==> src/rtl/regfile_pkg.sv <==
// Shared types and sizes for the 8x32 register file and its building blocks.
package regfile_pkg;

    parameter int XLEN  = 32;
    parameter int NREGS = 8;

    typedef logic [XLEN-1:0] word_t;
    typedef logic [2:0]      reg_addr_t;

endpackage

==> src/rtl/enabled_register.sv <==
// WIDTH-bit register with write enable and synchronous active-low reset;
// one instance per architectural register.
module enabled_register
    import regfile_pkg::*;
#(
    parameter int                 WIDTH     = XLEN,
    parameter logic [WIDTH-1:0]   RESET_VAL = '0
) (
    input  logic             CLK,
    input  logic             RESET_N,
    input  logic [WIDTH-1:0] D,
    input  logic             EN,
    output logic [WIDTH-1:0] Q
);

    logic [WIDTH-1:0] q_d;
    logic [WIDTH-1:0] q_q;

    // Ternary rather than if so an X on EN yields X on Q instead of a silent hold
    always_comb begin
        q_d = EN ? D : q_q;
    end

    always_ff @(posedge CLK) begin
        if (!RESET_N) q_q <= RESET_VAL;
        else          q_q <= q_d;
    end

    assign Q = q_q;

endmodule

==> config.mk <==
export PLATFORM = sky130hd
export DESIGN_NAME = enabled_register
export DESIGN_NICKNAME = d
export VERILOG_FILES = /design/src/rtl/regfile_pkg.sv /design/src/rtl/enabled_register.sv
export SDC_FILE = /design/constraint.sdc
export NUM_CORES = 1
export LEC_CHECK = 0
export ABC_AREA = 1
export ABC_CLOCK_PERIOD_IN_PS = 1300
export BUFFER_PORTS_ARGS = -buffer_cell sky130_fd_sc_hd__buf_2
export CAP_MARGIN = 20
export CORE_ASPECT_RATIO = 1.25
export CORE_UTILIZATION = 48
export CTS_CLUSTER_SIZE = 8
export DETAILED_ROUTE_END_ITERATION = 12
export MAX_ROUTING_LAYER = met4
export PLACE_DENSITY = 0.93
export SLEW_MARGIN = 10
export SYNTH_ARGS = -nofsm -noshare
export SYNTH_HDL_FRONTEND = slang
export SYNTH_SLANG_ARGS = --single-unit
export TNS_END_PERCENT = 5
==> constraint.sdc <==
create_clock -name CLK -period 1.3 [get_ports CLK]
set_input_delay 0.13 -clock CLK [delete_from_list [all_inputs] [get_ports CLK]]
set_output_delay 0.13 -clock CLK [all_outputs]
set_load 0.005 [all_outputs]
==> key figures, run 1 <==
Run status
  – Outcome: finished, violations left
  – Failing checks: DRC

Synth
  – Number of register bits inferred by synthesis: 32
  – Netlist cell types: 6
  – Number of enable-type register cells in the synthesized netlist: 0
  – Fraction of the mapped netlist area in compound gates: 0%
  – Share of the yosys chip area belonging to registers: around 48%
  – Dominant combinational cell family by area after synthesis: simple AND/OR/NAND/NOR gates
  – Post-synthesis net count: around 240
  – Arithmetic-cell share of the synthesized area counting full adders, half adders and majority gates: 0%
  – Biggest area contributors in the synthesized netlist: sky130_fd_sc_hd__dfxtp_1 48%, sky130_fd_sc_hd__nand2_1 18%, sky130_fd_sc_hd__nor2_1 18%
  – Yosys top cell area share: around 48%
  – Post-synthesis instance area: between 1000 and 1500 sq um
  – Mux contribution to synthesized area: 0%
  – Simple-gate share of the synthesized area: between 30% and 40%
  – Top cell types by occurrence after synthesis: 64 x sky130_fd_sc_hd__nand2_1, 64 x sky130_fd_sc_hd__nor2_1, 32 x sky130_fd_sc_hd__dfxtp_1, 32 x sky130_fd_sc_hd__inv_1, 7 x sky130_fd_sc_hd__buf_6
  – Number of cells produced by synthesis: 202
  – Library cell occupying the most area in the post-synthesis netlist: sky130_fd_sc_hd__dfxtp_1
  – Synthesized-area fraction occupied by xor and xnor cells: 0%
  – Synthesized area per cell: about 6.6 sq um
  – Top flip-flop cell by instance count after synthesis: sky130_fd_sc_hd__dfxtp_1
  – Number of warnings printed during yosys synthesis: 0
  – Async S/R FF share, synth: 0%

Timing
  – Final Worst Setup Slack: around 0.38 ns
  – Measured slew at the worst slew-check pin: between 0.5 and 0.6 ns
  – Minimum clock period after layout: slightly above 0.9 ns
  – Max frequency: between 1 and 1.5 GHz
  – Final hold vios: 0
  – RSZ-0062 raised after global routing: false
  – Slew margin rel.: between 60% and 70%
  – Total negative slack: 0 ns
  – Final-report setup violation count: 0
  – Post-route clock period utilization: 70.8%
  – Skew final: 0 ns
  – Max Slew Vio Count: 0

Cells and area
  – Share of layout cells above drive strength 1: between 20% and 30%
  – Antenna fix cells: 0
  – Signed area change from the synthesized netlist to the final layout: 27.4%
  – Flip-flop count of the largest register, all copies and words added: 32
  – Final nets: between 300 and 400
  – Number of inserted filler cells in the final layout: around 280

CTS
  – Maximum clock insertion buffer count: 2
  – Clock Latency Late Sink: approximately 0.32 ns
  – Post-cts sizing count: 0
  – Buffer cell driving the clock tree root: sky130_fd_sc_hd__clkbuf_4
  – Sinks on the clock net: 32
  – Buffers inserted by post-CTS timing repair: 0
  – Count of hold buffers inserted by post-cts repair: 0
  – Number of H-tree levels: 2
  – Clock transition at path regs: 0.09 ns
  – Number of buffers created by CTS: 5
  – CTS tree: yes

Setup path
  – Kind of start point of the critical path: register
  – Sort of element at the end of the critical path: output pin
  – Worst path required time: 1.17 ns
  – WS Path Type: reg -> out
  – Largest fanout of any net on the critical path: 2
  – Delay-heaviest family, CP: flip-flops
  – Critical path cell sequence: buf_2
  – Buffers plus inverters on the worst setup path: 1
  – Crit-path slowest cell: sky130_fd_sc_hd__dfxtp_1
  – Arrival time at the worst endpoint: 0.79 ns
  – Largest stage delay, worst path: roughly 0.35 ns

Power and ir drop
  – Net switching power figure: around 0.00048 W
  – PD cells: about 1100 nW/um^2
  – Clock group share of total power: roughly a quarter
  – Switching part of the total power: between 20% and 30%
  – Relative contribution of sequential cells to total power: 57.5%
  – Logic pwr share: 16.1%
  – Static leakage: between 1 and 1.5 nW
  – Cell Int Power: 0.00140 W
  – Maximum ir drop on the vdd rail: 0.000779 V

Routing
  – Length of routed met3 wiring: approximately 150 um
  – Ratio of routed vias to standard cells: between 4 and 5
  – Detailed-route via count: 1251
  – Topmost layer with routed signal wires: met4
  – Routed met1 length: roughly 1100 um
  – Total met2 wirelength after detailed routing: 1220 um
  – Routed wire per std cell: around 8.4 um
  – Final Routed Wirelength: 2540 um
  – Detail Route Antenna Nets: 0
  – Post-route DRC violation count: 1
  – Initial drt markers: 33
  – Drt pass-1 iters: 8

Floorplanning
  – Num ports: 67
  – Horizontal die dimension: between 40 and 50 um
  – Die Y: 61.0 um
  – Row Count: 21
  – Die Outline Area: between 2000 and 3000 sq um
  – Core footprint: approximately 2700 sq um
  – Effective utilization at floorplan: between 50% and 60%

GRT
  – GRT Resource Usage Total: a little under a fifth
  – Via count of the first global-routing pass: 1043
  – Pin count of the biggest net entering global routing: 33
  – First-pass GRT wire length: just over 4000 um
  – Congestion Overflow GR: 0
  – Antenna violations before repair: 0

Place
  – HPWL reported at the end of detailed placement: 1840 um
  – Weighted congestion at the end of routability-driven global placement: approximately 0.65
  – Port Buffers: 66
  – Pre-CTS WS: 0.316 ns

Flow run
  – Max-cap violations: 0

Min path
  – Worst min-delay path class: in -> reg
[metal layers]
layer	vias to the layer above	GRT usage, %
met2	42	31.3
met4	0	8.82
li1	697	-
met1	506	20.9
met3	6	7.02
met5	-	-
[through the flow]
step | util [%] | total power [W] | instances | cell area (sq um) | hold slack, ns
after floorplan | - | 0.00128 | 202 | 1340 | 0.250
after global placement | 62.3 | 0.00140 | 294 | 1650 | 0.411
after detailed placement | 62.3 | 0.00141 | 294 | 1650 | 0.419
after CTS | 64.1 | 0.00191 | 301 | 1700 | 0.0707
after global routing | 64.1 | 0.00202 | 301 | 1700 | 0.0760
final | 64.1 | 0.00188 | 301 | 1700 | 0.0859
[cell usage in the layout (no fill, tap or decap)]
master,synthesis,layout
sky130_fd_sc_hd__clkbuf_1,0,1
sky130_fd_sc_hd__buf_2,3,66
sky130_fd_sc_hd__dfxtp_1,32,32
sky130_fd_sc_hd__inv_1,32,32
sky130_fd_sc_hd__clkbuf_4,0,5
sky130_fd_sc_hd__buf_12,0,2
sky130_fd_sc_hd__clkinv_2,0,1
sky130_fd_sc_hd__nand2_1,64,64
sky130_fd_sc_hd__nor2_1,64,64
[power by group through the flow]
stage,clock network (W),logic [W],registers (W)
after detailed placement,0,0.000306,0.00110
after global routing,0.000583,0.000351,0.00109
after global placement,0,0.000297,0.00110
after floorplan,0,0.000171,0.00111
after CTS,0.000526,0.000306,0.00108
final,0.000498,0.000302,0.00108
[cell families (layout without fill, tap and decap cells)]
group | after synthesis | after routing
buffers and inverters | 42 | 107
flip-flops | 32 | 32
AND/OR/NAND/NOR | 128 | 128
[layout make-up]
class / instances / area, sq um / share of cell area, %
flip-flops and latches: 32 / 641 / 37.7
repair buffers: 68 / 370 / 21.8
clock buffers: 6 / 41.3 / 2.43
clock inverters: 1 / 5.00 / 0.294
inverters: 32 / 120 / 7.06
multi-input cells: 128 / 480 / 28.3
well taps: 34 / 42.5 / 2.50
[final timing paths]
path                   endpoint          startpoint  cells after the start  slack [ns]
max                       Q[11]  Q[11]$_SDFFE_PN0P_                      1        0.38
min           Q[6]$_SDFFE_PN0P_                D[6]                      5        0.09
max reg2reg  Q[17]$_SDFFE_PN0P_  Q[17]$_SDFFE_PN0P_                      2        0.74
min reg2reg  Q[24]$_SDFFE_PN0P_  Q[24]$_SDFFE_PN0P_                      2        0.47
Power figures use the tool's default switching activity.
==> run 2: changes to the inputs <==
--- a/config.mk
+++ b/config.mk
@@ -5,16 +5,16 @@
 export SDC_FILE = /design/constraint.sdc
 export NUM_CORES = 1
 export LEC_CHECK = 0
-export ABC_AREA = 1
-export ABC_CLOCK_PERIOD_IN_PS = 1300
+export ABC_AREA = 0
+export ABC_CLOCK_PERIOD_IN_PS = 900
 export BUFFER_PORTS_ARGS = -buffer_cell sky130_fd_sc_hd__buf_2
 export CAP_MARGIN = 20
 export CORE_ASPECT_RATIO = 1.25
-export CORE_UTILIZATION = 48
+export CORE_UTILIZATION = 43
 export CTS_CLUSTER_SIZE = 8
 export DETAILED_ROUTE_END_ITERATION = 12
 export MAX_ROUTING_LAYER = met4
-export PLACE_DENSITY = 0.93
+export PLACE_DENSITY = 0.87
 export SLEW_MARGIN = 10
 export SYNTH_ARGS = -nofsm -noshare
 export SYNTH_HDL_FRONTEND = slang
==> constraint.sdc (replaced) <==
create_clock -name CLK -period 0.9 [get_ports CLK]
set_input_delay 0.09 -clock CLK [delete_from_list [all_inputs] [get_ports CLK]]
set_output_delay 0.09 -clock CLK [all_outputs]
set_load 0.005 [all_outputs]
==> run 2 against run 1 <==
  * The flow now finishes without violations
  * Count of clock-buffer cells in the layout is 2 higher
  * Clock skew stayed put
  * Register-to-register slack worse by 0.49 ns
  * Largest power group unchanged
  * Highest routed layer unchanged
==> key figures, run 2 <==
Run status
  – Outcome: finished clean

Synth
  – Post-synthesis net count: 138 (-42%)
  – Synthesized-area fraction occupied by xor and xnor cells: 0% (unchanged)
  – Arithmetic-cell share of the synthesized area counting full adders, half adders and majority gates: 0% (unchanged)
  – Netlist cell types: 6 (unchanged)
  – Synthesized area per cell: 12.1 sq um (+83%)
  – Async S/R FF share, synth: 0% (unchanged)
  – Number of cells produced by synthesis: 103 (-49%)
  – Simple-gate share of the synthesized area: 16.1% (-20 points)
  – Post-synthesis instance area: 1240 sq um (-6.8%)
  – Fraction of the mapped netlist area in compound gates: 0% (unchanged)
  – Dominant combinational cell family by area after synthesis: multiplexers
  – Number of register bits inferred by synthesis: 32 (unchanged)
  – Mux contribution to synthesized area: 25.8% (+26 points)
  – Top cell types by occurrence after synthesis: 32 x sky130_fd_sc_hd__dfxtp_1, 32 x sky130_fd_sc_hd__mux2i_1, 32 x sky130_fd_sc_hd__nor2b_1
  – Number of warnings printed during yosys synthesis: 0 (unchanged)
  – Yosys top cell area share: 51.5% (+3.5 points)
  – Share of the yosys chip area belonging to registers: 51.5% (+3.5 points)
  – Top flip-flop cell by instance count after synthesis: sky130_fd_sc_hd__dfxtp_1
  – Number of enable-type register cells in the synthesized netlist: 0 (unchanged)
  – Library cell occupying the most area in the post-synthesis netlist: sky130_fd_sc_hd__dfxtp_1
  – Biggest area contributors in the synthesized netlist: sky130_fd_sc_hd__dfxtp_1 52%, sky130_fd_sc_hd__mux2i_1 26%, sky130_fd_sc_hd__nor2b_1 16%

CTS
  – Maximum clock insertion buffer count: 2 (unchanged)
  – Number of buffers created by CTS: 5 (unchanged)
  – Number of H-tree levels: 2 (unchanged)
  – CTS tree: yes
  – Clock transition at path regs: 0.09 ns (about the same)
  – Sinks on the clock net: 32 (unchanged)
  – Buffer cell driving the clock tree root: sky130_fd_sc_hd__clkbuf_4
  – Clock Latency Late Sink: 0.32 ns (about the same)

Floorplanning
  – Die Y: 62.1 um (+1.9%)
  – Effective utilization at floorplan: 46.0% (-4.4 points)
  – Row Count: 21 (unchanged)
  – Core footprint: 2710 sq um (+2.0%)
  – Die Outline Area: 3110 sq um (+3.8%)
  – Horizontal die dimension: 50.1 um (+1.9%)
  – Num ports: 67 (unchanged)

Cells and area
  – Share of the core filled with cells in the final layout: 63.6% (-0.50 points)
  – Most frequent standard cell in the layout excluding fill and tap cells: sky130_fd_sc_hd__buf_2
  – Signed area change from the synthesized netlist to the final layout: 38.3%
  – Final nets: 207 (-31%)
  – Commonest non-fill, non-tap cells in the layout: 60 x sky130_fd_sc_hd__buf_2, 32 x sky130_fd_sc_hd__dfxtp_2, 32 x sky130_fd_sc_hd__mux2i_1, 32 x sky130_fd_sc_hd__nor2b_1, 6 x sky130_fd_sc_hd__buf_6
  – Post-route cell area: 1720 sq um (+1.2%)
  – Antenna fix cells: 0 (unchanged)
  – Flip-flop count of the largest register, all copies and words added: 32 (unchanged)
  – Share of layout cells above drive strength 1: 61.3% (+34 points)

Timing
  – Max frequency: about 1.1 GHz
  – RSZ-0062 raised after global routing: true
  – Post-route clock period utilization: a little over nine tenths
  – Measured slew at the worst slew-check pin: 0.395 ns (-0.165 ns)
  – Skew final: 0 ns (unchanged)
  – Final-report setup violation count: 0 (unchanged)
  – Post-Route Hold Slack: 0.0177 ns (-0.0681 ns)
  – Final hold vios: 0 (unchanged)
  – Max Slew Vio Count: 0 (unchanged)
  – Minimum clock period after layout: 0.871 ns
  – Slew margin rel.: 73.7% (+11 points)

Routing
  – Drt pass-1 iters: 4 (-4)
  – Ratio of routed vias to standard cells: 4.65 (+12%)
  – Detail Route Antenna Nets: 0 (unchanged)
  – Post-route DRC violation count: 0 (-1)
  – Initial drt markers: 12 (-64%)
  – Routed wire per std cell: 12.3 um (+45%)
  – Final Routed Wirelength: 2540 um (-0.12%)
  – Detailed-route via count: 963 (-23%)

GRT
  – First-pass GRT wire length: 4110 um (unchanged)
  – Antenna violations before repair: 0 (unchanged)
  – Via count of the first global-routing pass: 986 (-5.5%)
  – Congestion Overflow GR: 0 (unchanged)
  – GRT Resource Usage Total: 18.2% (-1.0 points)
  – Pin count of the biggest net entering global routing: 33 (unchanged)

Power and ir drop
  – Switching part of the total power: 23.2% (-2.6 points)
  – PD cells: 1630 nW/um^2 (+47%)
  – Clock group share of total power: 29.7% (+3.2 points)
  – Net switching power figure: 0.000649 W (+34%)
  – Static leakage: 0.877 nW (-18%)
  – Maximum ir drop on the vdd rail: 0.000958 V (+23%)
  – Cell Int Power: 0.00215 W (+54%)
  – Logic pwr share: 14.5% (-1.6 points)
  – Relative contribution of sequential cells to total power: 55.8% (-1.7 points)

Setup path
  – Delay-heaviest family, CP: flip-flops
  – Sort of element at the end of the critical path: output pin
  – Critical path cell sequence: buf_2
  – WS Path Type: reg -> out
  – Buffers plus inverters on the worst setup path: 1 (unchanged)
  – Crit-path slowest cell: sky130_fd_sc_hd__dfxtp_2
  – Arrival time at the worst endpoint: 0.78 ns (about the same)
  – Largest fanout of any net on the critical path: 2 (unchanged)
  – Worst path required time: 0.81 ns (-0.36 ns)
  – Kind of start point of the critical path: register
  – Largest stage delay, worst path: 0.34 ns (about the same)

Place
  – Port Buffers: 66 (unchanged)
  – Dpl cell area: 1570 sq um (-4.8%)
  – Weighted congestion at the end of routability-driven global placement: 0.678 (+4.3%)
  – HPWL reported at the end of detailed placement: 1770 um (-3.7%)

Flow run
  – Max-cap violations: 0 (unchanged)

Min path
  – Worst min-delay path class: in -> reg
[run 2: through the flow]
stage | worst slack, ns | power, W | setup TNS [ns] | std cells
after floorplan | 0.222 | 0.00179 | 0 | 103
after global placement | 0.105 | 0.00194 | 0 | 198
after detailed placement | 0.0717 | 0.00196 | 0 | 198
after CTS | 0.000924 | 0.00280 | 0 | 206
after global routing | -0.0165 | 0.00295 | -0.104 | 207
final | 0.0290 | 0.00280 | 0 | 207
[run 2: cells by family after synthesis]
logic type    after synthesis
simple gates               32
flops                      32
buf+inv                     7
mux                        32
[run 2: power by group through the flow]
stage	combinational, W	clock (W)	sequential, W
floorplan	0.000213	0	0.00158
global placement	0.000373	0	0.00157
detailed placement	0.000388	0	0.00157
CTS	0.000390	0.000863	0.00154
global route	0.000445	0.000933	0.00157
finish	0.000406	0.000829	0.00156
[run 2: timing repair]
action | CTS | global route
setup buffers | 0 | 0
endpoints found under the setup margin | 2 | 32
endpoints found under the hold margin | 0 | 1
pin swaps | 0 | 0
hold buffers | 0 | 1
gates resized for setup | 2 | 36
[run 2: worst paths after layout]
check / start / to / slack, ns / cells past startpoint
worst min register to register: Q[3]$_SDFFE_PN0P_ / Q[3]$_SDFFE_PN0P_ / 0.51 / 2
worst max register to register: Q[5]$_SDFFE_PN0P_ / Q[5]$_SDFFE_PN0P_ / 0.25 / 2
worst max-delay path: Q[29]$_SDFFE_PN0P_ / Q[29] / 0.03 / 1
worst min-delay path: D[24] / Q[24]$_SDFFE_PN0P_ / 0.02 / 3
[run 2: layout make-up]
class | instances | area (sq um)
Fill cell | 225 | 986
Sequential cell | 32 | 681
Multi-Input combinational cell | 64 | 520
Timing Repair Buffer | 69 | 418
Clock buffer | 8 | 58.8
Tap cell | 34 | 42.5
[run 2: metal layers]
metal | vias up | global-route usage [%] | part of all wire [%]
li1 | 476 | - | -
met1 | 437 | 16.8 | 38
met2 | 44 | 31.7 | 54
met3 | 6 | 6.37 | 6.4
met4 | 0 | 9.64 | 2.3
met5 | - | - | 0
[run 2: tightest hold or removal path, delay by kind of cell]
family / cells / cell delay (ns)
buffers and inverters: 1 / 0.08
muxes: 1 / 0.05
and+or+nand+nor: 1 / 0.09
==> run 3: changes to the inputs <==
--- a/config.mk
+++ b/config.mk
@@ -15,6 +15,7 @@
 export DETAILED_ROUTE_END_ITERATION = 12
 export MAX_ROUTING_LAYER = met4
 export PLACE_DENSITY = 0.87
+export SETUP_SLACK_MARGIN = 0.1
 export SLEW_MARGIN = 10
 export SYNTH_ARGS = -nofsm -noshare
 export SYNTH_HDL_FRONTEND = slang
==> run 3 against run 2 <==
  * Sequential share of layout area down 0.73 points
  * Count of clock-buffer cells in the layout stayed put
  * Non-clock buffer count up 1
  * Cell area rose by 1.9%
  * Via count grew 0.52%
  * Sequential power barely moved
  * Cell count increased by 0.48%
  * Worst hold slack lost 0.0024 ns
  * Sequential cell count stayed put
  * Fmax shrank 0.41%
  * Critical endpoint unchanged
==> key figures, run 3 (synthesis gave the netlist of run 2 again) <==
Run status
  – Outcome: finished clean

Floorplanning
  – Horizontal die dimension: 50.1 um (unchanged)
  – Num ports: 67 (unchanged)
  – Core footprint: 2710 sq um (unchanged)
  – Row Count: 21 (unchanged)
  – Effective utilization at floorplan: 46.0% (unchanged)
  – Die Outline Area: 3110 sq um (unchanged)
  – Die Y: 62.1 um (unchanged)

Setup path
  – Buffers plus inverters on the worst setup path: 1 (unchanged)
  – Worst path required time: 0.81 ns (about the same)
  – Delay-heaviest family, CP: flip-flops
  – Largest fanout of any net on the critical path: 2 (unchanged)
  – Crit-path slowest cell: sky130_fd_sc_hd__dfxtp_2
  – Largest stage delay, worst path: 0.34 ns (about the same)
  – WS Path Type: reg -> out
  – Sort of element at the end of the critical path: output pin
  – Kind of start point of the critical path: register
  – Arrival time at the worst endpoint: 0.78 ns (about the same)
  – Critical path cell sequence: buf_2

Routing
  – Drt pass-1 iters: 4 (unchanged)
  – Routed wire per std cell: 12.4 um (+1.5%)
  – Initial drt markers: 12 (unchanged)
  – Detail Route Antenna Nets: 0 (unchanged)
  – Detailed-route via count: 968 (+0.52%)
  – Ratio of routed vias to standard cells: 4.65 (about the same)
  – Final Routed Wirelength: 2590 um (+2.0%)
  – Post-route DRC violation count: 0 (unchanged)

Timing
  – Total negative slack: 0 ns (unchanged)
  – Minimum clock period after layout: 0.875 ns (+0.00356 ns)
  – Final hold vios: 0 (unchanged)
  – RSZ-0062 raised after global routing: true
  – Max Slew Vio Count: 0 (unchanged)
  – Post-route clock period utilization: 97.2% (+0.40 points)
  – Final-report setup violation count: 0 (unchanged)
  – Skew final: 0 ns (unchanged)
  – Slew margin rel.: 73.3% (-0.37 points)
  – Measured slew at the worst slew-check pin: 0.400 ns (+0.00557 ns)
  – Max frequency: 1.14 GHz (-0.41%)
  – Final Worst Setup Slack: 0.0254 ns (-0.00356 ns)

GRT
  – GRT Resource Usage Total: 18.4% (+0.26 points)
  – Pin count of the biggest net entering global routing: 33 (unchanged)
  – Met2 GRT Util: 32.3% (+0.67 points)
  – Met3 global-route usage: 6.37% (unchanged)
  – Met1 global-route usage: 16.9% (+0.15 points)
  – First-pass GRT wire length: 4170 um (+1.5%)
  – Congestion Overflow GR: 0 (unchanged)
  – GR peak layer: met2
  – Via count of the first global-routing pass: 1002 (+1.6%)
  – Antenna violations before repair: 0 (unchanged)

CTS
  – Clock Latency Late Sink: 0.33 ns (about the same)
  – Number of H-tree levels: 2 (unchanged)
  – CTS tree: yes
  – Clock transition at path regs: 0.09 ns (about the same)
  – Sinks on the clock net: 32 (unchanged)
  – Buffer cell driving the clock tree root: sky130_fd_sc_hd__clkbuf_4
  – Number of buffers created by CTS: 5 (unchanged)
  – Maximum clock insertion buffer count: 2 (unchanged)

Cells and area
  – Flip-flop count of the largest register, all copies and words added: 32 (unchanged)
  – Final nets: 208 (+0.48%)
  – Sequential cell area: 681 sq um (unchanged)
  – Number of inserted filler cells in the final layout: 222 (-1.3%)
  – Final standard cell count with taps included and fillers excluded: 208 (+0.48%)
  – Combined area of the multi-input logic cells: 520 sq um (unchanged)
  – Antenna fix cells: 0 (unchanged)
  – Signed area change from the synthesized netlist to the final layout: 40.9%
  – Most frequent standard cell in the layout excluding fill and tap cells: sky130_fd_sc_hd__buf_2
  – Share of the core filled with cells in the final layout: 64.8% (+1.2 points)
  – Commonest non-fill, non-tap cells in the layout: 56 x sky130_fd_sc_hd__buf_2, 32 x sky130_fd_sc_hd__dfxtp_2, 32 x sky130_fd_sc_hd__mux2i_1, 32 x sky130_fd_sc_hd__nor2b_1, 10 x sky130_fd_sc_hd__buf_6
  – Share of layout cells above drive strength 1: 61.5% (+0.22 points)

Place
  – Weighted congestion at the end of routability-driven global placement: 0.678 (unchanged)
  – HPWL reported at the end of detailed placement: 1770 um (unchanged)
  – # placed instances: 198 (unchanged)
  – Port Buffers: 66 (unchanged)
  – Pre-CTS WS: 0.0717 ns (unchanged)

Power and ir drop
  – Static leakage: 0.886 nW (+1.1%)
  – PD cells: 1610 nW/um^2 (-1.2%)
  – Maximum ir drop on the vdd rail: 0.000961 V (+0.32%)
  – Power after layout: 0.00281 W (+0.66%)

Min path
  – Worst min-delay path class: in -> reg

Flow run
  – Max-cap violations: 0 (unchanged)
-- run 3: cell types whose count changed in the layout (fill, tap and decap cells not counted), sizes merged --
cell,previous run,this run
buf,68,69
-- run 3: where the power goes --
part	internal [W]	leakage [nW]	switching, W	total (W)
clock	0.000385	0.0326	0.000445	0.000830
combinational	0.000260	0.578	0.000161	0.000421
sequential	0.00152	0.275	0.0000470	0.00156
total	0.00216	0.886	0.000653	0.00281
-- run 3: final timing paths --
kind | slack [ns] | depth (start not counted) | start | to
max | 0.03 | 1 | Q[29]$_SDFFE_PN0P_ | Q[29]
max reg2reg | 0.16 | 3 | Q[0]$_SDFFE_PN0P_ | Q[0]$_SDFFE_PN0P_
min | 0.02 | 3 | D[19] | Q[19]$_SDFFE_PN0P_
min reg2reg | 0.51 | 2 | Q[19]$_SDFFE_PN0P_ | Q[19]$_SDFFE_PN0P_
-- run 3: metrics by stage --
step | hold WS, ns | area, sq um
finish | 0.0153 | 1750
global route | 0.00909 | 1750
CTS | 0.000743 | 1670
detailed placement | 0.356 | 1570
global placement | 0.346 | 1570
floorplan | 0.218 | 1240
-- run 3: worst register-to-register path: stages, from the launching register on --
cell	delay, ns
sky130_fd_sc_hd__dfxtp_2	0.33
sky130_fd_sc_hd__buf_4	0.12
sky130_fd_sc_hd__mux2i_1	0.13
sky130_fd_sc_hd__nor2b_1	0.06
-- run 3: repair_timing --
| item | 4_1_cts | 5_1_grt |
|---|---|---|
| cloned | 0 | 0 |
| setup buffers | 1 | 0 |
| setup endpoints to repair | 32 | 32 |
| hold buffers | 0 | 1 |
| pin swaps | 0 | 0 |
| gates resized for setup | 21 | 21 |
| hold endpoints to repair | 0 | 1 |
-- run 3: cell type report --
class,instances,area share (%)
flip-flops and latches,32,38.8
clock buffers,8,3.35
multi-input cells,64,29.7
well taps,34,2.43
repair buffers,70,25.7
-- run 3: routing by layer --
metal,vias to the layer above,routed length (um)
met5,-,0
met4,0,53
met3,5,165
met2,44,1400
met1,441,969
li1,478,-
